$ cat src/rtl/ni_packetizer.sv
// Network-interface injection stage: turns a (dst, len) command plus a payload
// word stream into head/body/tail flits on a req/ack router channel.
module ni_packetizer #(
    parameter int SRC_ID = 4,
    parameter int LEN_W  = 8,
    parameter int CNT_W  = 16
) (
    input  logic             clk,
    input  logic             rst,
    input  logic             cmd_valid,
    output logic             cmd_ready,
    input  logic [3:0]       cmd_dst,
    input  logic [LEN_W-1:0] cmd_len,
    input  logic [31:0]      data_in,
    input  logic             data_valid,
    output logic             data_ready,
    output logic [33:0]      out_flit,
    output logic             out_req,
    input  logic             in_ack,
    output logic             busy,
    output logic [CNT_W-1:0] pkt_cnt
);

    typedef enum logic [1:0] {
        IDLE = 2'd0,
        HEAD = 2'd1,
        BODY = 2'd2
    } state_t;

    localparam logic [3:0] SRC = SRC_ID[3:0];

    state_t             state_reg, state_next;
    logic [33:0]        flit_reg, flit_next;
    logic               req_reg, req_next;
    logic [LEN_W-1:0]   rem_reg, rem_next;
    logic [CNT_W-1:0]   cnt_reg, cnt_next;
    logic [7:0]         len8;
    logic               xfer;

    // The head flit carries an 8-bit length field regardless of LEN_W.
    generate
        if (LEN_W >= 8) begin : g_len_trunc
            assign len8 = cmd_len[7:0];
        end else begin : g_len_ext
            assign len8 = {{(8 - LEN_W){1'b0}}, cmd_len};
        end
    endgenerate

    always_comb begin
        state_next = state_reg;
        flit_next  = flit_reg;
        req_next   = req_reg;
        rem_next   = rem_reg;
        cnt_next   = cnt_reg;
        cmd_ready  = 1'b0;
        data_ready = 1'b0;
        xfer       = req_reg && in_ack;

        case (state_reg)
            IDLE: begin
                cmd_ready = 1'b1;
                if (cmd_valid) begin
                    flit_next  = {1'b1, (cmd_len == '0), cmd_dst, SRC, len8, 16'h0000};
                    req_next   = 1'b1;
                    rem_next   = cmd_len;
                    state_next = HEAD;
                end
            end
            HEAD: begin
                if (xfer) begin
                    if (rem_reg == '0) begin
                        req_next   = 1'b0;
                        cnt_next   = cnt_reg + CNT_W'(1);
                        state_next = IDLE;
                    end else begin
                        // Head drains this edge, so the first word may load in its place.
                        state_next = BODY;
                        data_ready = 1'b1;
                        if (data_valid) begin
                            flit_next = {1'b0, (rem_reg == LEN_W'(1)), data_in};
                            req_next  = 1'b1;
                            rem_next  = rem_reg - LEN_W'(1);
                        end else begin
                            req_next = 1'b0;
                        end
                    end
                end
            end
            BODY: begin
                data_ready = (!req_reg || in_ack) && (rem_reg != '0);
                if (data_ready && data_valid) begin
                    flit_next = {1'b0, (rem_reg == LEN_W'(1)), data_in};
                    req_next  = 1'b1;
                    rem_next  = rem_reg - LEN_W'(1);
                end else if (xfer) begin
                    req_next = 1'b0;
                    if (flit_reg[32]) begin
                        cnt_next   = cnt_reg + CNT_W'(1);
                        state_next = IDLE;
                    end
                end
            end
            default: begin
                state_next = IDLE;
                req_next   = 1'b0;
            end
        endcase
    end

    always_ff @(posedge clk or negedge rst) begin
        if (!rst) begin
            state_reg <= IDLE;
            flit_reg  <= '0;
            req_reg   <= 1'b0;
            rem_reg   <= '0;
            cnt_reg   <= '0;
        end else begin
            state_reg <= state_next;
            flit_reg  <= flit_next;
            req_reg   <= req_next;
            rem_reg   <= rem_next;
            cnt_reg   <= cnt_next;
        end
    end

    assign out_flit = flit_reg;
    assign out_req  = req_reg;
    assign pkt_cnt  = cnt_reg;
    assign busy     = (state_reg != IDLE);

endmodule
$ cat config.mk
export PLATFORM = sky130hd
export DESIGN_NAME = ni_packetizer
export DESIGN_NICKNAME = d
export VERILOG_FILES = /design/src/rtl/ni_packetizer.sv
export SDC_FILE = /design/constraint.sdc
export NUM_CORES = 1
export LEC_CHECK = 0
export ABC_AREA = 1
export CORE_MARGIN = 4
export CORE_UTILIZATION = 52
export DETAILED_ROUTE_END_ITERATION = 8
export PLACE_DENSITY = 0.84
export SLEW_MARGIN = 40
export SYNTH_ARGS = -nofsm -noshare
export SYNTH_HDL_FRONTEND = slang
export SYNTH_SLANG_ARGS = --single-unit
$ cat constraint.sdc
create_clock -name clk -period 2.72 [get_ports clk]
set_clock_uncertainty 0.15 [all_clocks]
set_input_delay 0.544 -clock clk [delete_from_list [all_inputs] [get_ports clk]]
set_output_delay 0.544 -clock clk [all_outputs]
set_load 0.05 [all_outputs]
==> results.json <==
{
  "status": "finished, final reports clean",
  "htree_levels": 3,
  "syn_avg_cell_area_um2": 7.40,
  "avgRoutedWirePerCell_um": 14.2,
  "synth_cell_type_count": 30,
  "die_area_um2": 8120,
  "powerDensity_nw_per_um2": 1290,
  "place_ws_ns": 0.297,
  "antenna_found_initial": 0,
  "clk_pin_slew_worst_paths_ns": 0.07,
  "initial_core_util_pct": 54.3,
  "fp.coreArea_um2": 6460,
  "grt_pass1_wl_um": 15500,
  "ys_ff_latch": 61,
  "final_common_cell": "nand2_1",
  "seqCellArea_um2": 1530,
  "tightest_slew_ns": 0.678,
  "clock_latency_ns": 0.33,
  "fillers": 518,
  "finalCriticalPeriod_ns": 2.64,
  "grt_max_degree": 43,
  "path_max_fanout": 4,
  "finalSetupTns_ns": 0,
  "pin_count": 103,
  "rows": 29,
  "largest_reg_flops": 34,
  "firstDrtPassIters": 4,
  "postCtsSetupBuffers": 0,
  "drive_above_1_share_pct": 6.55,
  "place_hpwl_um": 6730,
  "async_flop_share_pct": 100,
  "grt-ovfl-total": 0,
  "leakage_nw": 2.36,
  "worstReg2RegStart": "state_reg[0]$_DFFE_PN0P_",
  "gp_congestion": 0.863,
  "drc": 0,
  "finalSetupViolCount": 0,
  "fin_nets": 632,
  "via_per_inst": 5.24,
  "crit_type": "reg2out",
  "peakVddDrop_mv": 0.689,
  "first_global_vias": 3282,
  "cts_tree": "built",
  "area_growth_pct": 35.9,
  "required_ns": 2.03,
  "synth_flop_cell": "dfrtp_1",
  "fmax_mhz": 379,
  "reg2reg_depth": 11,
  "synth_area_um2": 3510,
  "clock-root-buffer": "clkbuf_8",
  "rrSetupSlack_ns": 0.42,
  "clock_path_buffers": 2,
  "cts_buffers": 9,
  "slew_headroom_pct": 54.8,
  "finalCritPeriodShare_pct": 96.9,
  "synthesis.nets": 531,
  "final_cell_mix": "nand2_1, clkdlybuf4s50_1, dfrtp_1",
  "ant_nets": 0,
  "yosysWarnings": 0,
  "rsz0062_at_grt": "no",
  "synth_edf_count": 0,
  "drt-initial-drc-count": 246,
  "finalWorstSetupSlack_ns": 0.0834,
  "maxCapViolCount": 0,
  "finalPower_mw": 6.16,
  "slew_violations": 0,
  "totalWireLength_um": 9350,
  "multi_input_area_um2": 1720,
  "hold_class": "in2async",
  "via_count": 3445,
  "start_kind": "flip-flop",
  "clock-sinks": 61,
  "ys_seq_area_share_pct": 43.5,
  "io_buffers": 102,
  "arrival_ns": 1.94,
  "hold_viol": 0,
  "die_w_um": 90.1,
  "r2r_end": "out_flit[13]$_DFFE_PN0P_",
  "track_usage_pct": 23.2,
  "synthCells": 474,
  "antenna_cells": 0,
  "die_h_um": 90.1,
  "end_kind": "primary output"
}
-- kinds of logic (layout without fill, tap and decap cells) --
| group | after synthesis | in the layout | synth area share (%) |
|---|---|---|---|
| compound gates | 23 | 23 | 3.75 |
| fa+ha+maj | 8 | 8 | 2.85 |
| flops | 61 | 61 | 43.5 |
| buf+inv | 53 | 159 | 7.53 |
| xor+xnor | 13 | 13 | 3.25 |
| simple gates | 316 | 316 | 39.1 |
-- cell type report --
cell class,instances,share of cell area (%)
multi-input cells,360,36.0
flip-flops and latches,61,32.0
clock inverters,4,0.998
clock buffers,12,3.05
well taps,77,2.02
repair buffers,110,23.3
inverters,33,2.60
-- metrics by stage --
stage	hold slack [ns]	cells	cell area, µm²	utilization (%)
3_3_place_gp	0.305	641	4570	70.8
5_1_grt	0.131	657	4770	73.8
4_1_cts	0.108	657	4770	73.8
6_report	0.0914	657	4770	73.8
2_1_floorplan	0.0984	474	3510	-
3_5_place_dp	0.308	641	4570	70.8
-- how the worst max path moves through the flow --
| stage | startpoint | end | slack (ns) | depth (start not counted) |
|---|---|---|---|---|
| after floorplan | state_reg[0]$_DFFE_PN0P_ | out_flit[0]$_DFFE_PN0P_ | 0.22 | 11 |
| after CTS | state_reg[0]$_DFFE_PN0P_ | cmd_ready | 0.08 | 3 |
| final | state_reg[0]$_DFFE_PN0P_ | cmd_ready | 0.08 | 3 |
| after global routing | state_reg[0]$_DFFE_PN0P_ | cmd_ready | 0.04 | 3 |
| after detailed placement | in_ack | out_flit[13]$_DFFE_PN0P_ | 0.30 | 10 |
| after global placement | in_ack | data_ready | 0.38 | 7 |
-- routing by layer --
metal  routed length, µm  global-route usage (%)  vias to the layer above
li1                    -                       -                     1692
met1                3940                    29.1                     1605
met2                4640                    39.5                      129
met3                 568                    4.34                       19
met4                 206                    8.93                        0
met5                   0                       0                        -
-- timing repair --
action | 4_1_cts | 5_1_grt
setup endpoints to repair | 1 | 0
gates resized for setup | 1 | 0
hold buffers | 0 | 0
-- critical path: stages, from the launching register on --
cell             delay [ns]
dfrtp_1                0.43
inv_1                  0.14
ha_1                   0.22
clkdlybuf4s50_1        0.82
-- cell usage after synthesis, drive strengths merged (2+ instances only) --
cell	instances	area, µm²
nor2	25	106
or2	2	12.5
nand3	41	205
nand3b	20	150
dfrtp	61	1530
xor2	12	105
inv	33	124
clkbuf	6	22.5
ha	8	100
nor3	7	35.0
buf	14	118
o21ai	17	85.1
a21oi	4	31.3
nand4	3	18.8
nand2	216	831
-- where the power goes --
group	total, mW	switching, mW	internal [mW]
sequential	1.50	0.257	1.24
clock	0.792	0.347	0.446
combinational	3.87	2.61	1.25
total	6.16	3.22	2.94
Note: power is estimated with default switching activity, not from simulation.
==> patch 1: new RTL, same settings <==
Change the parameter `LEN_W` from 8 to 32. Comments in the files are not updated.
--- a/src/rtl/ni_packetizer.sv
+++ b/src/rtl/ni_packetizer.sv
@@ -3,5 +3,5 @@
 module ni_packetizer #(
     parameter int SRC_ID = 4,
-    parameter int LEN_W  = 8,
+    parameter int LEN_W  = 32,
     parameter int CNT_W  = 16
 ) (
Ports: changed (resized cmd_len); port bits go from 103 to 127. The function was not compared with the original's and may differ.
==> patch 1 against the original RTL <==
- synthesized area is 51% higher
- routed wire length is 54% higher
- register-to-register slack worse by 0.04 ns
- design area is 46% higher
- global-route usage is 1.6 points higher
- utilization is 3.3 points lower
- worst setup slack better by 0.052 ns
- sequential cell count is 24 higher
- count of clock-buffer cells in the layout is 2 lower
- total power is 42% higher
- critical path type unchanged
- highest routed layer unchanged
==> patch 1: results <==
[cts]
clk_latency_ns = 0.37
clk_pin_slew_ns = 0.09
numCtsBuffers = 9
cts-htree-levels = 3
clock_path_buffers = 2
ctsResizeCount = 0
cts_hold_buf = 1

[grt]
grt_pass1_wl_um = 23490
track_usage = 0.2478
grt_max_degree = 52
antenna_found_initial = 0
grt_pass1_vias = 5109

[routing]
first_pass_iters = 7
vias = 5422
antenna_left = 0
routedWlPerCell_um = 14.02
drt-initial-drc-count = 430

[logic_synthesis]
synthMuxAreaShare = 0.009425
synth_xor_area_frac = 0.03134
synth_compound_area_frac = 0.09566
synth_fp_nets = 850
seq_area_frac_synth = 0.4006
yosysUniqueCellTypes = 36
ys.flop_type = dfrtp_1
ys_warn_count = 0
synthTopCellsByCount = 300 x nand2_1, 85 x dfrtp_1, 80 x nor2_1
synth_adder_area_share = 0.02121
synth.area.top_cells = dfrtp_1 40%, nand2_1 21%, nor2_1 5.7%, inv_1 4.3%, o21ai_0 4.1%

[pwr]
leakagePower_nw = 3.330
peakVddDrop_uv = 716.4
switchingPower_w = 0.004583

[place]
dp_hpwl_um = 10690
place.gp.congestion = 0.9724
numPortBuffers = 126

[finish]
largest_reg_flops = 34
drive_gt1_frac = 0.06166
num-nets-final = 969
fillers = 819

[worst_setup_path]
worst-path-max-fanout = 5
reg2reg_to = pkt_cnt[15]
slowest_stage = clkdlybuf4s50_1
reg2reg_from = rem_reg[0]
slowest_delay_ns = 0.80
ff2ff_setup_slack_ns = 0.38
worst-r2r-cell-count = 10
cp_top_family = buffers and inverters
worstPathArrival_ns = 1.89

[min_path]
hold_class = reg2reg

[timing]
relSlewSlack = 0.6399

[status]
status = finished clean
[patch 1: layout make-up]
| class | count | area share |
|---|---|---|
| Clock buffer | 10 | 0.01837 |
| Multi-Input combinational cell | 589 | 0.3997 |
| Inverter | 67 | 0.03619 |
| Clock inverter | 6 | 0.01368 |
| Timing Repair Buffer | 135 | 0.2020 |
| Sequential cell | 85 | 0.3061 |
| Tap cell | 133 | 0.02395 |
[patch 1: metal layers]
layer	wire length, µm	GRT usage	vias up
met4	244	0.07755	0
li1	-	-	2677
met1	5933	0.3155	2528
met5	0	0	-
met2	7170	0.4202	193
met3	1022	0.05447	24
[patch 1: stage by stage]
step | setup slack [ns] | hold WS, ns | area, µm² | utilization | std cells
floorplan | 0.1085 | 0.09841 | 5316 | - | 768
global route | 0.02687 | 0.3678 | 6949 | 0.7045 | 1025
global placement | 0.2502 | 0.3168 | 6711 | 0.6804 | 1008
CTS | 0.01424 | 0.3433 | 6944 | 0.7040 | 1025
detailed placement | 0.1923 | 0.3217 | 6711 | 0.6804 | 1008
finish | 0.1351 | 0.3395 | 6949 | 0.7045 | 1025
[patch 1: worst max-delay path by stage]
stage	slack, ns	cells after the start	to
2_1_floorplan	0.11	6	data_ready
6_report	0.14	3	cmd_ready
5_1_grt	0.03	5	data_ready
3_5_place_dp	0.19	6	data_ready
4_1_cts	0.01	4	busy
3_3_place_gp	0.25	6	data_ready
[patch 1: power by group through the flow]
stage / clock network, W / registers [W] / logic [W]
2_1_floorplan: 0 / 0.00304 / 0.00314
3_3_place_gp: 0 / 0.00227 / 0.00524
3_5_place_dp: 0 / 0.00228 / 0.00542
4_1_cts: 0.00104 / 0.00227 / 0.00543
5_1_grt: 0.00109 / 0.00236 / 0.00600
6_report: 0.00103 / 0.00228 / 0.00542
==> patch 2: new RTL, same flow settings <==
Made on the original files. Re-encode `state_t` (3 states) as one-hot, 3 bits wide.
--- a/src/rtl/ni_packetizer.sv
+++ b/src/rtl/ni_packetizer.sv
@@ -22,8 +22,8 @@
 );
 
-    typedef enum logic [1:0] {
-        IDLE = 2'd0,
-        HEAD = 2'd1,
-        BODY = 2'd2
+    typedef enum logic [2:0] {
+        IDLE = 3'b001,
+        HEAD = 3'b010,
+        BODY = 3'b100
     } state_t;
 
Function: same outputs for any inputs over 4 cycles, from zero or initial values and one cycle with rst low; so few cycles prove little.
==> patch 2 against the original RTL <==
- non-clock buffer count shrank 2
- sequential power is essentially flat
- utilization is essentially flat
- synthesized area shrank 1.4%
- via count shrank 1.5%
- total power shrank 12%
- sequential cell count grew 1
- design area shrank 1.2%
- worst setup slack gained 0.039 ns
- routed wire length shrank 6.3%
- count of clock-buffer cells in the layout shrank 1
- hold slack lost 0.090 ns
- first-iteration DRC count shrank 22%
- largest cell class unchanged
- largest power group unchanged
==> patch 2: results <==
[routing]
routedWlPerCell_um = 13.44
m1WireLength_um = 3695
viasPerCell = 5.207
dr_wl_met2_um = 4290
drt-initial-drc-count = 193

[grt]
use_met2 = 0.3943
grt_pass1_wl_um = 14410
grt_max_degree = 44
use_met1 = 0.2768
use_met3 = 0.05161

[logic_synthesis]
synth_xor_area_frac = 0.03546
synth.area.top_cells = dfrtp_1 44%, nand2_1 25%, nand3_1 5.5%, nand3b_1 4.1%, nor2_1 3.1%
yosysUniqueCellTypes = 28
synthCells = 470
synth_fp_nets = 522
synthTopCellsByCount = 228 x nand2_1, 61 x dfrtp_1, 38 x nand3_1
seq_area_frac_synth = 0.4490
synth_adder_area_share = 0.01085

[worst_setup_path]
worstPathArrival_ns = 1.90
worst-path-max-fanout = 3

[status]
status = finished clean

[finish]
drive_gt1_frac = 0.07478
num-nets-final = 622
fillers = 499
instances_no_fill = 652

[timing]
relSlewSlack = 0.6448

[place]
place.gp.congestion = 0.8588
dp_cells = 635
dp_hpwl_um = 6279

[pwr]
peakVddDrop_uv = 983.0
leakagePower_nw = 2.349
patch 2: path summary, 6_finish.rpt:
path                                endpoint  slack (ns)  cells after the start
worst max-delay path               cmd_ready        0.12                      3
worst min-delay path              pkt_cnt[3]       0.001                      1
worst max register to register    rem_reg[0]        0.52                     10
worst min register to register  out_flit[28]        0.33                      2
max in group asynchronous       out_flit[13]        1.67                      2
min in group clk                out_flit[28]        0.33                      2
patch 2: stage by stage:
stage	setup slack (ns)	hold WS, ns	cell area [µm²]	power (W)
CTS	0.08565	0.007273	4698	0.005409
detailed placement	0.4386	0.3070	4498	0.004571
finish	0.1224	0.001327	4710	0.005397
global placement	0.4339	0.3032	4498	0.004513
floorplan	0.2983	0.09841	3458	0.003715
global route	0.01757	0.02575	4710	0.005768
patch 2: layout make-up:
class | count | area (µm²) | area share
tap | 77 | 96.34 | 0.02046
sequential | 62 | 1553 | 0.3297
clock buffer | 11 | 141.4 | 0.03002
multi-input combinational | 361 | 1684 | 0.3576
timing repair buffer | 108 | 1071 | 0.2274
clock inverter | 5 | 58.81 | 0.01249
inverter | 28 | 105.1 | 0.02232
patch 2: report_power, final:
part           switching [W]  total (W)  internal (W)
Sequential          0.000244    0.00150       0.00125
Combinational        0.00212    0.00308      0.000952
Clock               0.000375   0.000823      0.000448
patch 2: worst max-delay path, stage by stage (launching register included):
cell and delay, ns:
dfstp_2 0.52, inv_2 0.05, nor3_4 0.16, clkdlybuf4s50_1 0.84
patch 2: timing repair:
action                     CTS  global route
setup endpoints to repair    0             1
setup buffers                0             1
hold buffers                 0             0
resized for setup            0             1
